==> config.mk <==
export PLATFORM = sky130hd
export DESIGN_NAME = pc_run_monitor_flat
export DESIGN_NICKNAME = d
export VERILOG_FILES = /design/src/rtl/pc_run_monitor_if.sv /design/src/rtl/pc_run_monitor.sv /design/src/flat_wrapper.sv
export SDC_FILE = /design/constraint.sdc
export NUM_CORES = 1
export LEC_CHECK = 0
export BUFFER_PORTS_ARGS = -buffer_cell sky130_fd_sc_hd__buf_2
export CORE_UTILIZATION = 31
export CTS_CLUSTER_SIZE = 8
export DETAILED_ROUTE_END_ITERATION = 12
export GPL_ROUTABILITY_DRIVEN = 0
export PLACE_DENSITY_LB_ADDON = 0.3
export SYNTH_ARGS = -nofsm -noshare
export SYNTH_HDL_FRONTEND = slang
export SYNTH_SLANG_ARGS = --single-unit
==> constraint.sdc <==
create_clock -name clk -period 5.25 [get_ports clk]
set_input_delay 1.05 -clock clk [delete_from_list [all_inputs] [get_ports clk]]
set_output_delay 1.05 -clock clk [all_outputs]
set_load 0.01 [all_outputs]
==> src/rtl/pc_run_monitor_if.sv <==
// Bundle of run-control inputs and status outputs exchanged between a host
// (bench or status logic) and pc_run_monitor.
interface pc_run_monitor_if #(
    parameter int unsigned ADDR_W   = 32,
    parameter int unsigned NUM_HALT = 2,
    parameter int unsigned CNT_W    = 32
);
    logic                         start;
    logic                         clear;
    logic [ADDR_W-1:0]            pc;
    logic                         pc_valid;
    logic [NUM_HALT*ADDR_W-1:0]   halt_addr;
    logic [NUM_HALT-1:0]          halt_en;
    logic [CNT_W-1:0]             timeout;

    logic                         running;
    logic                         halted;
    logic                         halt_pulse;
    logic [1:0]                   halt_cause;
    logic [2:0]                   halt_idx;
    logic [ADDR_W-1:0]            halt_pc;
    logic [CNT_W-1:0]             cycle_cnt;
    logic [CNT_W-1:0]             retire_cnt;

    modport master (
        output start, clear, pc, pc_valid, halt_addr, halt_en, timeout,
        input  running, halted, halt_pulse, halt_cause, halt_idx, halt_pc,
               cycle_cnt, retire_cnt
    );

    modport slave (
        input  start, clear, pc, pc_valid, halt_addr, halt_en, timeout,
        output running, halted, halt_pulse, halt_cause, halt_idx, halt_pc,
               cycle_cnt, retire_cnt
    );
endinterface

==> src/rtl/pc_run_monitor.sv <==
// Watches the retiring PC stream and ends a run on a halt-address match,
// a jump-to-self loop or a cycle timeout; keeps cycle and retire counters.
module pc_run_monitor #(
    parameter int unsigned ADDR_W     = 32,
    parameter int unsigned NUM_HALT   = 2,
    parameter int unsigned CNT_W      = 32,
    parameter int unsigned LOOP_LIMIT = 4
) (
    input logic             clk,
    input logic             rstn,
    pc_run_monitor_if.slave bus
);
    localparam int unsigned LOOP_W = (LOOP_LIMIT > 2) ? $clog2(LOOP_LIMIT) : 1;

    typedef enum logic [1:0] {StIdle, StRun, StHalted} state_e;

    state_e            state_q, state_d;
    logic [CNT_W-1:0]  cycle_q, cycle_d;
    logic [CNT_W-1:0]  retire_q, retire_d;
    logic [1:0]        cause_q, cause_d;
    logic [2:0]        idx_q, idx_d;
    logic [ADDR_W-1:0] hpc_q, hpc_d;
    logic              pulse_q, pulse_d;
    logic [ADDR_W-1:0] last_q, last_d;
    logic [LOOP_W-1:0] loop_q, loop_d;

    logic       addr_hit, loop_hit, to_hit;
    logic [2:0] hit_idx;

    // Descending scan so the lowest matching entry is the one left standing.
    always_comb begin
        addr_hit = 1'b0;
        hit_idx  = 3'd0;
        for (int i = int'(NUM_HALT) - 1; i >= 0; i--) begin
            if (bus.pc_valid && bus.halt_en[i] &&
                bus.pc == bus.halt_addr[i*ADDR_W +: ADDR_W]) begin
                addr_hit = 1'b1;
                hit_idx  = 3'(i);
            end
        end
        loop_hit = bus.pc_valid && (bus.pc == last_q) &&
                   (loop_q == LOOP_W'(LOOP_LIMIT - 2));
        to_hit   = (bus.timeout != '0) && (cycle_q == bus.timeout - CNT_W'(1));
    end

    always_comb begin
        state_d  = state_q;
        cycle_d  = cycle_q;
        retire_d = retire_q;
        cause_d  = cause_q;
        idx_d    = idx_q;
        hpc_d    = hpc_q;
        pulse_d  = 1'b0;
        last_d   = last_q;
        loop_d   = loop_q;

        if (bus.clear) begin
            state_d  = StIdle;
            cycle_d  = '0;
            retire_d = '0;
            cause_d  = 2'd0;
            idx_d    = 3'd0;
            hpc_d    = '0;
            last_d   = '0;
            loop_d   = '0;
        end else begin
            unique case (state_q)
                StIdle: begin
                    if (bus.start) state_d = StRun;
                end
                StRun: begin
                    if (cycle_q != '1) cycle_d = cycle_q + CNT_W'(1);
                    if (bus.pc_valid) begin
                        if (retire_q != '1) retire_d = retire_q + CNT_W'(1);
                        if (bus.pc == last_q) begin
                            if (loop_q != '1) loop_d = loop_q + LOOP_W'(1);
                        end else begin
                            loop_d = '0;
                            last_d = bus.pc;
                        end
                    end
                    if (addr_hit || loop_hit || to_hit) begin
                        state_d = StHalted;
                        pulse_d = 1'b1;
                        hpc_d   = bus.pc_valid ? bus.pc : '0;
                        idx_d   = addr_hit ? hit_idx : 3'd0;
                        cause_d = addr_hit ? 2'd1 : (loop_hit ? 2'd2 : 2'd3);
                    end
                end
                StHalted: ;
                default: state_d = StIdle;
            endcase
        end
    end

    always_ff @(posedge clk) begin
        if (rstn) begin
            state_q  <= StIdle;
            cycle_q  <= '0;
            retire_q <= '0;
            cause_q  <= 2'd0;
            idx_q    <= 3'd0;
            hpc_q    <= '0;
            pulse_q  <= 1'b0;
            last_q   <= '0;
            loop_q   <= '0;
        end else begin
            state_q  <= state_d;
            cycle_q  <= cycle_d;
            retire_q <= retire_d;
            cause_q  <= cause_d;
            idx_q    <= idx_d;
            hpc_q    <= hpc_d;
            pulse_q  <= pulse_d;
            last_q   <= last_d;
            loop_q   <= loop_d;
        end
    end

    assign bus.running    = (state_q == StRun);
    assign bus.halted     = (state_q == StHalted);
    assign bus.halt_pulse = pulse_q;
    assign bus.halt_cause = cause_q;
    assign bus.halt_idx   = idx_q;
    assign bus.halt_pc    = hpc_q;
    assign bus.cycle_cnt  = cycle_q;
    assign bus.retire_cnt = retire_q;
endmodule

==> src/flat_wrapper.sv <==
// flat-port wrapper written by rule: the top's interface ports become plain ports
module pc_run_monitor_flat 
#(
    parameter int unsigned ADDR_W     = 32,
    parameter int unsigned NUM_HALT   = 2,
    parameter int unsigned CNT_W      = 32,
    parameter int unsigned LOOP_LIMIT = 4
)
  (clk, rstn, bus_start, bus_clear, bus_pc, bus_pc_valid, bus_halt_addr, bus_halt_en, bus_timeout, bus_running, bus_halted, bus_halt_pulse, bus_halt_cause, bus_halt_idx, bus_halt_pc, bus_cycle_cnt, bus_retire_cnt);
  pc_run_monitor_if #(.ADDR_W(ADDR_W), .NUM_HALT(NUM_HALT), .CNT_W(CNT_W)) bus_i ();
  input logic clk;
  input logic rstn;
  input wire logic [$bits(bus_i.start)-1:0] bus_start;
  input wire logic [$bits(bus_i.clear)-1:0] bus_clear;
  input wire logic [$bits(bus_i.pc)-1:0] bus_pc;
  input wire logic [$bits(bus_i.pc_valid)-1:0] bus_pc_valid;
  input wire logic [$bits(bus_i.halt_addr)-1:0] bus_halt_addr;
  input wire logic [$bits(bus_i.halt_en)-1:0] bus_halt_en;
  input wire logic [$bits(bus_i.timeout)-1:0] bus_timeout;
  output wire logic [$bits(bus_i.running)-1:0] bus_running;
  output wire logic [$bits(bus_i.halted)-1:0] bus_halted;
  output wire logic [$bits(bus_i.halt_pulse)-1:0] bus_halt_pulse;
  output wire logic [$bits(bus_i.halt_cause)-1:0] bus_halt_cause;
  output wire logic [$bits(bus_i.halt_idx)-1:0] bus_halt_idx;
  output wire logic [$bits(bus_i.halt_pc)-1:0] bus_halt_pc;
  output wire logic [$bits(bus_i.cycle_cnt)-1:0] bus_cycle_cnt;
  output wire logic [$bits(bus_i.retire_cnt)-1:0] bus_retire_cnt;
  assign bus_i.start = bus_start;
  assign bus_i.clear = bus_clear;
  assign bus_i.pc = bus_pc;
  assign bus_i.pc_valid = bus_pc_valid;
  assign bus_i.halt_addr = bus_halt_addr;
  assign bus_i.halt_en = bus_halt_en;
  assign bus_i.timeout = bus_timeout;
  assign bus_running = bus_i.running;
  assign bus_halted = bus_i.halted;
  assign bus_halt_pulse = bus_i.halt_pulse;
  assign bus_halt_cause = bus_i.halt_cause;
  assign bus_halt_idx = bus_i.halt_idx;
  assign bus_halt_pc = bus_i.halt_pc;
  assign bus_cycle_cnt = bus_i.cycle_cnt;
  assign bus_retire_cnt = bus_i.retire_cnt;
  pc_run_monitor #(.ADDR_W(ADDR_W), .NUM_HALT(NUM_HALT), .CNT_W(CNT_W), .LOOP_LIMIT(LOOP_LIMIT)) u_core (.clk(clk), .rstn(rstn), .bus(bus_i));
endmodule
Word-level counts from Yosys, hierarchy flattened
Index checks and enable logic that the tools add are counted.
{"block": "op_classes", "n_mux": 14, "add_sub_neg": 4, "bitwise": 3, "reduce_logical": 19, "n_eq_ne": 13}
{"operator": "32-bit equality test", "count": 4}
{"operator": "32-bit by 1-bit adder with 32-bit output (second input constant)", "count": 2}
{"operator": "32-bit != test (second input constant)", "count": 2}
{"operator": "32-bit 2-to-1 mux", "count": 1}
{"operator": "32-bit nonzero test", "count": 1}
{"operator": "32-bit by 1-bit subtractor with 32-bit output (second input constant)", "count": 1}
{"operator": "3-bit AND reduction", "count": 4}
{"operator": "2-bit 2-to-1 mux", "count": 5}
{"operator": "1-bit logical AND", "count": 7}
{"operator": "1-bit 2-to-1 mux", "count": 7}
{"operator": "2-bit != test (second input constant)", "count": 3}
{"operator": "2-bit one-hot mux with 3 select lines", "count": 1}
{"operator": "2-bit equality test (second input constant)", "count": 2}
{"operator": "2-bit AND reduction", "count": 2}
{"operator": "1-bit NOT", "count": 3}
{"operator": "3-bit OR reduction", "count": 1}
{"operator": "2-bit by 1-bit adder with 2-bit output (second input constant)", "count": 1}
{"operator": "2-bit by 1-bit equality test with 1-bit output (second input constant)", "count": 1}
{"operator": "2-bit zero test", "count": 1}
{"operator": "1-bit logical OR", "count": 2}
{"operator": "2-bit by 1-bit != test with 1-bit output (second input constant)", "count": 1}
{"operator": "2-bit OR reduction", "count": 1}
{"block": "totals", "in_bits": 135, "word_cells": 62, "reg_bits": 138, "out_inout_bits": 104}

Depth between registers and ports, before layout
{"block": "depth", "depth_word": 8, "depth_mapped": 14, "ltp_nobuf": 11}

Least setup slack after synthesis
No wires, ideal clock.
{"block": "synth_timing", "path_kind": "input -> register", "from": "in bus_timeout[2]", "to": "reg u_core.hpc_q[12], in the netlist u_core.bus.halt_pc[12]", "arrival_ps": 3943, "path_slack_ps": 1248, "n_path_buf": 3, "t_required_ps": 5190, "setup_ps": 60, "cell_stages": 12, "cell_sequence": "buf_6 > or4_4 > or4_1 > clkbuf_2 > a22oi_2 > nor4b_4 > nand3_1 > nor4b_4 > nand4_4 > buf_6 > mux2_4 > nand2_1"}
{"block": "synth_between", "elab_chain_cells": 5}
{"item": "from (decl)", "line_no": "flat_wrapper.sv:19", "source": "input wire logic [$bits(bus_i.timeout)-1:0] bus_timeout;"}
{"item": "32-bit by 1-bit subtractor with 32-bit output", "line_no": "pc_run_monitor.sv:43", "source": "to_hit = (bus.timeout != '0) && (cycle_q == bus.timeout - CNT_W'(1));"}
{"item": "32-bit equality test", "line_no": "pc_run_monitor.sv:43"}
{"item": "1-bit logical AND (*)", "line_no": "pc_run_monitor.sv:43"}
{"item": "1-bit logical OR (*)", "line_no": "pc_run_monitor.sv:82", "source": "if (addr_hit || loop_hit || to_hit) begin"}
{"item": "2-bit AND reduction (no source line) (*)"}
{"item": "to (signal assigned)", "line_no": "pc_run_monitor.sv:113", "source": "hpc_q <= hpc_d;"}
{"item": "to (decl)", "line_no": "pc_run_monitor.sv:22", "source": "logic [ADDR_W-1:0] hpc_q, hpc_d;"}
Every way passes the cells marked *; elsewhere a longest branch is shown, timed or not.
A chain may end at the register's enable or synchronous reset.

Worst setup path in the final report
{"block": "layout_timing", "from": "in bus_timeout[5]", "to": "reg u_core.hpc_q[0], in the netlist u_core.bus.halt_pc[0]"}
The elaborated chain is that of the path after synthesis.

==> results by group <==
Cells and area
  – Non-filler instance count after layout: 1,713
  – Post-layout util: 0.3784
  – Nets: 1,451
  – Layout cell share with drive strength beyond 1: 0.2517
  – Cell area after layout: 11,190 sq um
  – Multi-input logic area: 6015 sq um
  – Diodes inserted: 0
  – Fill count: about 3,100
  – Area growth syn-to-layout: 20.13%
  – Reg area: 2723 sq um

STA
  – Max-slew headroom: 0.3727
  – Max-slew violations: 0
  – Actual slew at the worst max-slew pin: 0.9386 ns
  – Period minus WS final: 4.060 ns
  – Max Clk Rate: 246.3 MHz
  – # setup viols final: 0
  – Final Cycle Share: 0.7734
  – Clk_skew: 0.01945 ns
  – Fin Setup TNS: 0 ns
  – Final hold violations: 0
  – RSZ-0062 raised after global routing: no

Power
  – Peak supply drop: 175.5 uV
  – Static leakage: between 0.004 and 0.005 uW
  – Combinational share of power: 0.120
  – PD cells: 232.6 nW/um^2
  – Clk network pwr share: 0.482
  – Switching pwr: ~770 uW
  – Sequential power share: 0.399
  – Switching Share: 0.2948
  – P_int: 1834 uW

Worst setup path
  – Startpoint types: input port
  – WP depth: 10
  – Crit Path Max Fanout: 34
  – Crit path capture type: flip-flop
  – Worst path most repeated cell: or4_1
  – Crit path required time: ~5.6 ns
  – CP max-delay cell: or4_1
  – Critical path cell sequence: buf_2, or4_1, or4_1, nor4_1, mux2i_1, a21oi_1, nand4_4, buf_12, mux2_2, nand2_1
  – Worst Path Class, Setup: input port to flip-flop
  – WP buf/inv: 2
  – CP peak stage delay: 0.74 ns
  – Cell family with most CP delay: simple AND/OR/NAND/NOR gates
  – Register-to-Register Path Depth: 9
  – Crit path DAT: 4.42 ns

Min path
  – Min-Delay Path Class: flip-flop to flip-flop
  – Worst hold stages: 2

Synth
  – Async S/R FF share, synth: 0
  – Post-synthesis cell area: just over 9000 sq um
  – Syn Inst Count: 1,132
  – #FFs+latches synth: around 140
  – Yosys cell types: 71
  – Top FF cell, synth: dfxtp_1
  – Syn_area_per_cell: 8.226 sq um
  – Post-synth EDFFs: 0
  – Ys Warns: 0
  – Seq/Total Area, Yosys: 0.2924

Floorplanning
  – Die area: 30,730 sq um
  – I/O pins: roughly 240
  – Row cnt: 63
  – Core Box Area: a little under 30,000 sq um
  – Chip Height: between 150 and 200 um
  – Width of the die: 175.3 um
  – Initial Util: 0.3150

Clock network
  – Clk root buf: clkbuf_16
  – Clock Pin Slew Worst Setup and Hold Paths: around 0.070 ns
  – CTS Hold Bufs: 0
  – CTS tree: done
  – CTS max path bufs: 2
  – Total CTS buffers: 17
  – Worst-skew pair later-pin latency: roughly 0.43 ns
  – Total clock sinks: about 140
  – # H-tree levels: 4
  – Postcts setup bufs: 0
  – PostCTS Resize Cnt: 0

Detailed routing
  – Remaining DRCs: 0
  – Average wire per cell in the routed design: 17.90 um
  – Starting DRT DRC Count: 664
  – Vias/cell: 5.248
  – Routed WL: 30.66 mm
  – Detail Route Antenna Nets: 0
  – DR vias: about 9,000
  – TritonRoute pass-1 iters: 5

Global routing
  – First-pass GRT wire length: 47.22 mm
  – Largest net degree at the start of global routing: 63
  – Gr usage total: 0.1961
  – Initial antenna violation count: 1
  – GRT Residual Overflow: 0
  – Vias in the first global route: between 8,000 and 9,000

Outcome
  – Status: finished clean

Placement
  – I/O Buffers: about 240
  – Dpl cells: 1,681
  – Area post-placement: 10,580 sq um
  – Final HPWL DP: approximately 23 mm

Run
  – Max-cap violations: 0
flip-flops by register name, indices dropped and copies added (netlist names):
name	count
u_core.bus.cycle_cnt	32
u_core.bus.halt_pulse	1
u_core.bus.halt_pc	32
u_core.bus.retire_cnt	32
u_core.last_q	32
u_core.loop_q	2
u_core.bus.halt_cause	2
u_core.state_q	2
u_core.bus.halt_idx	1
kinds of logic after synthesis:
family / after synthesis / share of synthesized area
and+or+nand+nor: 514 / 0.2868
xor gates and xnor gates: 182 / 0.1712
DFF: 136 / 0.2924
buffers and inverters: 112 / 0.06531
AOI/OAI and AO/OA: 109 / 0.08264
muxes: 72 / 0.09325
adders and majority gates: 6 / 0.008062
other: 1 / 0.0004027
tightest hold or removal path, cell delays in order, from the launching register on:
cell and delay (ns):
dfxtp_1 0.32, o21ai_0 0.07, a21oi_1 0.06
power by group through the flow:
stage / registers, uW / logic (uW) / clock network (uW)
5_1_grt: 1040 / 334 / 1330
2_1_floorplan: 1060 / 190 / 0
4_1_cts: 1040 / 309 / 1280
6_report: 1040 / 312 / 1250
3_5_place_dp: 1060 / 308 / 0
3_3_place_gp: 1060 / 307 / 0
layout by cell type (no fill, tap or decap), drive strengths merged, types with 4 or more instances in the layout:
master and n:
xor2 103, nor2 128, and4 6, xnor2 79
a21oi 19, ha 6, mux2 34, nand4b 4
or3b 4, nand4 45, o211ai 4, nand3 72
inv 33, clkbuf 17, nor4b 12, a31oi 5
nand2b 6, and2 6, clkinv 4, or4 16
a22oi 34, buf 245, and3 14, or3 9
o21ai 15, nor4 33, dfxtp 136, nand2 114
nor2b 7, nand3b 5, nor3 23, mux2i 38
synth_stat cells, types with 8 or more instances:
cell type | n | area (sq um)
dfxtp_1 | 136 | 2723
mux2i_1 | 38 | 380.4
a22oi_1 | 33 | 247.7
nand4_1 | 44 | 275.3
mux2_4 | 28 | 420.4
nand2_1 | 114 | 427.9
and3_1 | 14 | 87.58
nor4b_1 | 10 | 87.58
or3_1 | 8 | 50.05
o21ai_0 | 15 | 75.07
a21oi_1 | 19 | 95.09
buf_2 | 20 | 100.1
clkbuf_1 | 40 | 150.1
dlygate4sd3_1 | 11 | 110.1
nor4_1 | 32 | 200.2
inv_1 | 25 | 93.84
xor2_1 | 103 | 902.1
or4_1 | 15 | 112.6
nand3_1 | 72 | 360.4
nor3_1 | 23 | 115.1
buf_6 | 9 | 101.4
xnor2_1 | 79 | 691.9
nor2_1 | 127 | 476.7
layer usage:
metal | routed length [um] | up-vias | global-route usage | share of wire
li1 | - | 4329 | - | -
met1 | 14020 | 4318 | 0.2628 | 0.46
met2 | 14180 | 307 | 0.3211 | 0.46
met3 | 1826 | 36 | 0.03528 | 0.060
met4 | 628 | 0 | 0.05435 | 0.020
met5 | 0 | - | 0 | 0
area by class of cell:
class	count	area share
Multi-Input combinational cell	885	0.5377
Sequential cell	136	0.2434
Timing Repair Buffer	245	0.1128
Tap cell	390	0.04362
Clock buffer	17	0.03803
Clock inverter	15	0.01611
Inverter	25	0.008389
through the flow:
step / total power (uW) / hold WS (ns) / setup WS, ns
global route: 2703 / 0.5314 / 1.075
detailed placement: 1368 / 0.4844 / 0.8258
finish: 2601 / 0.4981 / 1.190
global placement: 1367 / 0.4768 / 0.8611
floorplan: 1251 / 0.4807 / 1.248
CTS: 2630 / 0.5008 / 1.256
final timing paths:
path	slack [ns]	from	endpoint
setup / recovery	1.19	bus_timeout[5]	u_core.bus.halt_pc[0]$_SDFFE_PP0P_
hold / removal	0.50	u_core.bus.retire_cnt[16]$_SDFFE_PP0P_	u_core.bus.retire_cnt[16]$_SDFFE_PP0P_
setup reg to reg	1.90	u_core.bus.retire_cnt[12]$_SDFFE_PP0P_	u_core.bus.retire_cnt[6]$_SDFFE_PP0P_
hold reg to reg	0.50	u_core.bus.retire_cnt[16]$_SDFFE_PP0P_	u_core.bus.retire_cnt[16]$_SDFFE_PP0P_
No activity file was read; power rests on OpenSTA's default activity.
